### src/rtl/div_issue_sched.sv
// Issue/writeback scheduler for the pipelined divider: tracks divides in an
// DIV_LAT-slot tag pipe, stalls decode on hazards, and owns the divide writeback port.
// Latency: a divide issued in cycle t writes back (wb_div_valid) in cycle t+DIV_LAT.
// Backpressure: stall_d holds decode; in-flight divides never stall and are never squashed.
// Build option: define DIV_SCHED_BYPASS_EN to forward completing results instead of stalling.
module div_issue_sched #(
  parameter int DIV_LAT         = 8,
  parameter int WB_OFFSET       = 3,
  parameter int MAX_OUTSTANDING = 8
) (
  input  logic        clk,
  input  logic        rst,
  input  logic        d_valid,
  input  logic        d_is_div,
  input  logic        d_div_get_rem,
  input  logic        d_reg_we,
  input  logic [4:0]  d_rd,
  input  logic [4:0]  d_rs1,
  input  logic [4:0]  d_rs2,
  input  logic        d_uses_rs1,
  input  logic        d_uses_rs2,
  input  logic        flush,
  input  logic [31:0] div_quotient,
  input  logic [31:0] div_remainder,
  output logic        stall_d,
  output logic        issue,
  output logic        wb_div_valid,
  output logic [4:0]  wb_div_rd,
  output logic [31:0] wb_div_data,
  output logic [31:0] busy_mask,
  output logic [4:0]  outstanding
`ifdef DIV_SCHED_BYPASS_EN
  ,
  output logic        fwd_rs1_hit,
  output logic        fwd_rs2_hit,
  output logic [31:0] fwd_data
`endif
);

  // Last slot is the completing divide; the port slot is the divide that will
  // write back in the same cycle as a normal op issued now.
  localparam int         LAST      = DIV_LAT - 1;
  localparam int         PORT_SLOT = DIV_LAT - WB_OFFSET - 1;
  localparam logic [4:0] MAX_OUT   = 5'(MAX_OUTSTANDING);

  logic [DIV_LAT-1:0] r_vld;
  logic [DIV_LAT-1:0] r_rem;
  logic [4:0]         r_rd [DIV_LAT];
  logic [4:0]         r_outstanding;

  logic        w_load_vld;
  logic        w_done;
  logic [31:0] w_busy_all;
  logic [31:0] w_raw_mask;
  logic        w_raw;
  logic        w_waw;
  logic        w_port;
  logic        w_cap;

  // Only tracked divides (non-zero rd) enter the tag pipe as valid.
  assign w_load_vld = issue & d_is_div & (d_rd != 5'd0);
  assign w_done     = r_vld[LAST];

  // Build the pending-destination masks; with bypass the completing slot is
  // excluded from the RAW mask because its result is forwarded instead.
  always_comb begin
    w_busy_all = '0;
    w_raw_mask = '0;
    for (int k = 0; k < DIV_LAT; k++) begin
      if (r_vld[k]) begin
        w_busy_all[r_rd[k]] = 1'b1;
`ifdef DIV_SCHED_BYPASS_EN
        if (k != LAST) w_raw_mask[r_rd[k]] = 1'b1;
`else
        w_raw_mask[r_rd[k]] = 1'b1;
`endif
      end
    end
    w_busy_all[0] = 1'b0;
    w_raw_mask[0] = 1'b0;
  end

  assign w_raw  = (d_uses_rs1 & (d_rs1 != 5'd0) & w_raw_mask[d_rs1]) |
                  (d_uses_rs2 & (d_rs2 != 5'd0) & w_raw_mask[d_rs2]);
  // Divide-after-divide to the same rd is safe: divides retire in order.
  assign w_waw  = d_reg_we & ~d_is_div & w_busy_all[d_rd];
  assign w_port = d_reg_we & ~d_is_div & r_vld[PORT_SLOT];
  // A completing divide frees a slot this cycle, so a full tracker can still issue.
  assign w_cap  = d_is_div & (r_outstanding == MAX_OUT) & ~w_done;

  assign stall_d = d_valid & (w_raw | w_waw | w_port | w_cap);
  assign issue   = d_valid & ~stall_d & ~flush;

  assign wb_div_valid = w_done;
  assign wb_div_rd    = w_done ? r_rd[LAST] : 5'd0;
  assign wb_div_data  = r_rem[LAST] ? div_remainder : div_quotient;
  assign busy_mask    = w_busy_all;
  assign outstanding  = r_outstanding;

`ifdef DIV_SCHED_BYPASS_EN
  assign fwd_rs1_hit = d_valid & d_uses_rs1 & (d_rs1 != 5'd0) & w_done &
                       (r_rd[LAST] == d_rs1) & ~w_raw_mask[d_rs1];
  assign fwd_rs2_hit = d_valid & d_uses_rs2 & (d_rs2 != 5'd0) & w_done &
                       (r_rd[LAST] == d_rs2) & ~w_raw_mask[d_rs2];
  assign fwd_data    = wb_div_data;
`endif

  // Advance the tag pipe one slot per cycle and keep the in-flight count.
  always_ff @(posedge clk) begin
    if (!rst) begin
      r_vld         <= '0;
      r_rem         <= '0;
      r_outstanding <= '0;
      for (int k = 0; k < DIV_LAT; k++) r_rd[k] <= '0;
    end else begin
      r_vld <= {r_vld[DIV_LAT-2:0], w_load_vld};
      r_rem <= {r_rem[DIV_LAT-2:0], d_div_get_rem & w_load_vld};
      r_rd[0] <= w_load_vld ? d_rd : 5'd0;
      for (int k = 1; k < DIV_LAT; k++) r_rd[k] <= r_rd[k-1];
      case ({w_load_vld, w_done})
        2'b10:   r_outstanding <= r_outstanding + 5'd1;
        2'b01:   r_outstanding <= r_outstanding - 5'd1;
        default: r_outstanding <= r_outstanding;
      endcase
    end
  end

endmodule
### config.mk
export PLATFORM = sky130hd
export DESIGN_NAME = div_issue_sched
export DESIGN_NICKNAME = d
export VERILOG_FILES = /design/src/rtl/div_issue_sched.sv
export SDC_FILE = /design/constraint.sdc
export NUM_CORES = 1
export LEC_CHECK = 0
export BUFFER_PORTS_ARGS = -buffer_cell sky130_fd_sc_hd__buf_2
export CORE_ASPECT_RATIO = 1.75
export CORE_MARGIN = 2
export CORE_UTILIZATION = 40
export DETAILED_ROUTE_END_ITERATION = 10
export SETUP_SLACK_MARGIN = 0.02
export SYNTH_ARGS = -nofsm -noshare
export SYNTH_HDL_FRONTEND = slang
export SYNTH_SLANG_ARGS = --single-unit
### constraint.sdc
create_clock -name clk -period 5.55 [get_ports clk]
set_input_delay 1.11 -clock clk [delete_from_list [all_inputs] [get_ports clk]]
set_output_delay 1.11 -clock clk [all_outputs]
set_load 0.005 [all_outputs]
# Word-level counts from Yosys, hierarchy flattened
# Memory sizes are Yosys's and may differ from the RTL's.
# Cells that the tools add are included.
# totals
word_cells	122
memories	1
in_bits	88
output_inout_bits	77
ram_bits	40
reg_bits	21
# op_classes
n_bitwise	38
n_reduce_logical	12
n_lt_le_gt_ge	19
add_sub_neg	2
n_eq_ne	3
muxes	44
# mem_list
memory	words	width	rd	rd_ports_with_merged_regs	write_ports	line	text
r_rd	8	5	8	0	8	48	logic [4:0] r_rd [DIV_LAT];
# op_table
cell	count
$mux W32	9
$or A32 B32 Y32	7
$lt A5 B6 Y1 const B	11
$mux W5	10
$demux W1 S5	8
$ge A5 B1 Y1 const B	8
$and A1 B1 Y1	15
$bmux W1 S5	3
$reduce_bool A5 Y1	3
$mux W1	13
$or A1 B1 Y1	12
$pmux W5 S2	1
$logic_and A1 B1 Y1	8
$add A5 B1 Y5 const B	1
$eq A5 B4 Y1 const B	1
$sub A5 B1 Y5 const B	1
$not A1 Y1	4
$eq A2 B1 Y1 const B	1
$eq A2 B2 Y1 const B	1
$reduce_bool A2 Y1	1

# Longest topological paths before layout
# An unclocked memory read counts as a cell.
# depth
depth_word	35
ltp_mapped	18

# Least setup slack after synthesis
# OpenSTA, ideal clock, no wires.
# synth_path
path_kind	input-to-reg
startpoint	input d_rd[0]
endpoint	register r_outstanding[4], in the netlist outstanding[4]
cell_stages	15
setup_ps	76
path_slack_ps	1180
required_ps	5474
arrival_time_ps	4294
cell_sequence	clkbuf_1 -> clkinv_1 -> clkbuf_1 -> o211ai_1 -> a31oi_1 -> nor4_1 -> nand3_1 -> nand2b_1 -> ha_1 -> fa_1 -> a21o_1 -> a21oi_1 -> xor2_1 -> or3_1 -> a21boi_0
# synth_via
elab_chain_cells	14
# synth_lines
element	line	text
start, declared	17	input logic [4:0] d_rd,
$bmux W1 S5	86	assign w_waw = d_reg_we & ~d_is_div & w_busy_all[d_rd];
$mux W1 (implied by the code)	86	
$and A1 B1 Y1	86	
$or A1 B1 Y1 (3 in a row)	91	assign stall_d = d_valid & (w_raw | w_waw | w_port | w_cap);
$and A1 B1 Y1	91	
$not A1 Y1	92	assign issue = d_valid & ~stall_d & ~flush;
$and A1 B1 Y1 (2 in a row)	92	
$and A1 B1 Y1	61	assign w_load_vld = issue & d_is_div & (d_rd != 5'd0);
$and A1 B1 Y1 (*)	61	
$eq A2 B1 Y1 / $eq A2 B2 Y1 (equally long branches)	120	case ({w_load_vld, w_done})
$pmux W5 S2 / $reduce_bool A2 Y1 (equally long branches)	-	
end signal, assigned	121	2'b10: r_outstanding <= r_outstanding + 5'd1;
end signal, assigned	122	2'b01: r_outstanding <= r_outstanding - 5'd1;
end signal, assigned	123	default: r_outstanding <= r_outstanding;
end, declared	49	logic [4:0] r_outstanding;
# Every way passes the cells marked *; elsewhere a longest branch is shown, timed or not. The select of a mux whose other input is x is not followed.
# A chain may end at the register's enable or synchronous reset.

==> impl_metrics.tcl <==
set metrics [dict create \
    synthFlopType "dfxtp_1" \
    setup_tns_ns 0 \
    vias 7006 \
    cts.sinks 61 \
    critPathBufInv 1 \
    drv_slew 0 \
    die_area_um2 14330 \
    synth-seq-area-share_pct 22.86 \
    preCtsSetupSlack_ns 0.5036 \
    grt_overflow 0 \
    rr_endpoint "outstanding[4]" \
    synth_edf_count 0 \
    fin_crit_ns 5.257 \
    die_w_um 91.35 \
    worstReg2RegStart "r_rd[0][37]" \
    syn_inst 665 \
    holdPathEnd "r_rem[7]" \
    tightest_slew_ns 0.8142 \
    dp.cells 985 \
    routabilityCongestion 1.073 \
    instances_no_fill 1001 \
    ant_nets 0 \
    rr_worst_depth 16 \
    htreeDepth 3 \
    worst_skew_pair.late_latency_ns 0.34 \
    ctsHoldBuffers 0 \
    synthesis.nets 758 \
    cpPeakStageDelay_ns 0.71 \
    worstHoldStart "r_rem[6]" \
    fin_crit_sh_pct 94.73 \
    grt_max_degree 56 \
    drt-total-wl_mm 30.75 \
    grt_usage_pct 41.73 \
    crit_top_cell "nor4_1" \
    drc 0 \
    final_nets 918 \
    clk_pin_slew_ns 0.06 \
    area_delta_synth_final_pct 25.18 \
    required_ns 5.81 \
    peakVddDrop_mv 0.3260 \
    drt_iter0_markers 864 \
    drive_gt1_share_pct 33.86 \
    critPathKind "reg -> reg" \
    antenna_found_initial 2 \
    cp_max_fo 9 \
    io_pins 165 \
    relSlewSlack_pct 45.72 \
    fp-row-count 55 \
    yosysUniqueCellTypes 68 \
    ff2ff_setup_slack_ns 0.29 \
    avgSynthCellArea_um2 8.032 \
    maxCapViolCount 0 \
    cp-end-kind "flip-flop" \
    hold_violations 0 \
    post_cts_resized 0 \
    worstPathCellList "or4bb_1 > o22ai_1 > nor4_1 > inv_1 > o211ai_1 > a31oi_1 > nor4_1 > nand3_1 > nand2b_1 > ha_1 > fa_1 > a21o_1 > a21oi_1 > xor2_1 > or3_1 > a21boi_0" \
    fmax_mhz 190.2 \
    cp.depth 16 \
    cp_data_arrival_time_ns 5.52 \
    synth_warnings 0 \
    crit_path_start_kind "flip-flop" \
    status "finished clean" \
    start_util_pct 41.07 \
    setup-violations-final 0 \
    avgRoutedWirePerCell_um 30.72 \
    critPathSlowestCell "nor4_1" \
    grt_pass1_vias 6715 \
    core_um2 13010 \
    root_buffer "clkbuf_16" \
    rsz0062_at_grt "false" \
    port_buffers 163 \
    setup_ws_ns 0.2928 \
    synth_area_um2 5341 \
    crit_family "simple AND/OR/NAND/NOR gates" \
    hpwl_mm 23.14 \
    skew_ns 0.01043 \
    power_per_cell_area_nw_per_um2 167.2 \
    die_y_um 156.9 \
    holdPathStages 1 \
    dr.pass1.iters 6 \
    async_flop_share_pct 0 \
    n_antenna_cell 0 \
    cts_setup_buffers 0 \
    grt_pass1_wl_mm 43.70 \
    ys_seq_elements 61 \
    hold_class "reg -> reg" \
    p_leak_nw 2.869 \
    via_per_inst 6.999 \
    cts_tree "built" \
    clock_path_buffers 2 \
    cts_buffers 9 \
]
final cells by class:
class	count	area [µm²]
clock buffers	9	225.2
clock inverters	7	51.30
fillers	1285	6320
inverters	37	138.9
multi-input cells	521	3780
flip-flops and latches	61	1221
well taps	171	214.0
repair buffers	195	1056
metal layers:
metal | wire length (µm) | GRT usage (%) | vias to the layer above
met5 | 16 | 0 | -
met2 | 14030 | 70.41 | 671
met3 | 3602 | 11.70 | 221
met4 | 3291 | 34.42 | 2
met1 | 9801 | 42.54 | 3191
li1 | - | - | 2921
worst reg2reg max path, cell delays in order, from the launching register on:
cell	delay [ns]
dfxtp_1	0.65
or4bb_1	0.28
o22ai_1	0.10
nor4_1	0.71
inv_1	0.35
o211ai_1	0.26
a31oi_1	0.14
nor4_1	0.55
nand3_1	0.28
nand2b_1	0.22
ha_1	0.28
fa_1	0.42
a21o_1	0.17
a21oi_1	0.17
xor2_1	0.10
or3_1	0.32
a21boi_0	0.17
Yosys cell counts (11+ instances only):
| library cell | count | area, µm² |
|---|---|---|
| o22ai_1 | 126 | 788.3 |
| clkbuf_1 | 25 | 93.84 |
| inv_1 | 35 | 131.4 |
| or4bb_1 | 16 | 180.2 |
| nor2_1 | 21 | 78.83 |
| and2_1 | 60 | 375.4 |
| nand4b_1 | 20 | 175.2 |
| mux2_2 | 34 | 382.9 |
| nand2_1 | 36 | 135.1 |
| dfxtp_1 | 61 | 1221 |
| nand4_1 | 11 | 68.82 |
| nor4_1 | 25 | 156.4 |
| nand2b_1 | 19 | 118.9 |
| nand3_1 | 17 | 85.08 |
sequential cells by signal (all words and copies together), names as in the netlist:
name         count
outstanding      5
r_rd            40
r_rem            8
r_vld            8
report_power, final:
part | switching (W) | total [W] | leakage, nW | internal (W)
clock network | 0.000228 | 0.000532 | 0.132 | 0.000303
logic | 0.0000797 | 0.000141 | 2.25 | 0.0000611
registers | 0.00000501 | 0.000446 | 0.492 | 0.000441
total | 0.000313 | 0.00112 | 2.87 | 0.000805
kinds of logic after synthesis:
kind of cell	after synthesis	synth area share (%)
AO/OA/AOI/OAI	181	22.72
XOR/XNOR	4	0.6560
adder cells (fa/ha/maj)	5	1.312
buffers and inverters	83	6.371
flip-flops	61	22.86
multiplexers	47	10.31
other	1	0.07021
AND/OR/NAND/NOR	283	35.70
through the flow:
stage | utilization, % | total power, W | hold WS, ns | instance area [µm²]
global placement | 49.28 | 0.0005890 | 0.4130 | 6410
finish | 51.41 | 0.001118 | 0.4349 | 6686
CTS | 51.41 | 0.001119 | 0.4384 | 6686
global route | 51.41 | 0.001154 | 0.4526 | 6686
floorplan | - | 0.0005197 | 0.4119 | 5341
detailed placement | 49.28 | 0.0005910 | 0.4208 | 6410
placed cells by master (no fill, tap or decap), types with 19 or more instances in the layout:
cell	n
nand4b_1	20
dfxtp_1	61
and2_1	60
nor2_1	21
inv_1	35
mux2_2	34
buf_2	163
nor4_1	25
nand2_1	36
buf_4	32
nand2b_1	19
o22ai_1	126
how the worst max path moves through the flow:
stage / startpoint / endpoint / slack (ns)
2_1_floorplan: d_rd[0] / outstanding[4] / 1.18
3_3_place_gp: r_rd[0][25] / outstanding[4] / 0.62
3_5_place_dp: d_rd[0] / outstanding[4] / 0.50
4_1_cts: r_rd[0][25] / outstanding[4] / 0.58
5_1_grt: r_rd[0][37] / outstanding[4] / 0.14
6_report: r_rd[0][37] / outstanding[4] / 0.29
Note: power is estimated with default switching activity, not from simulation.
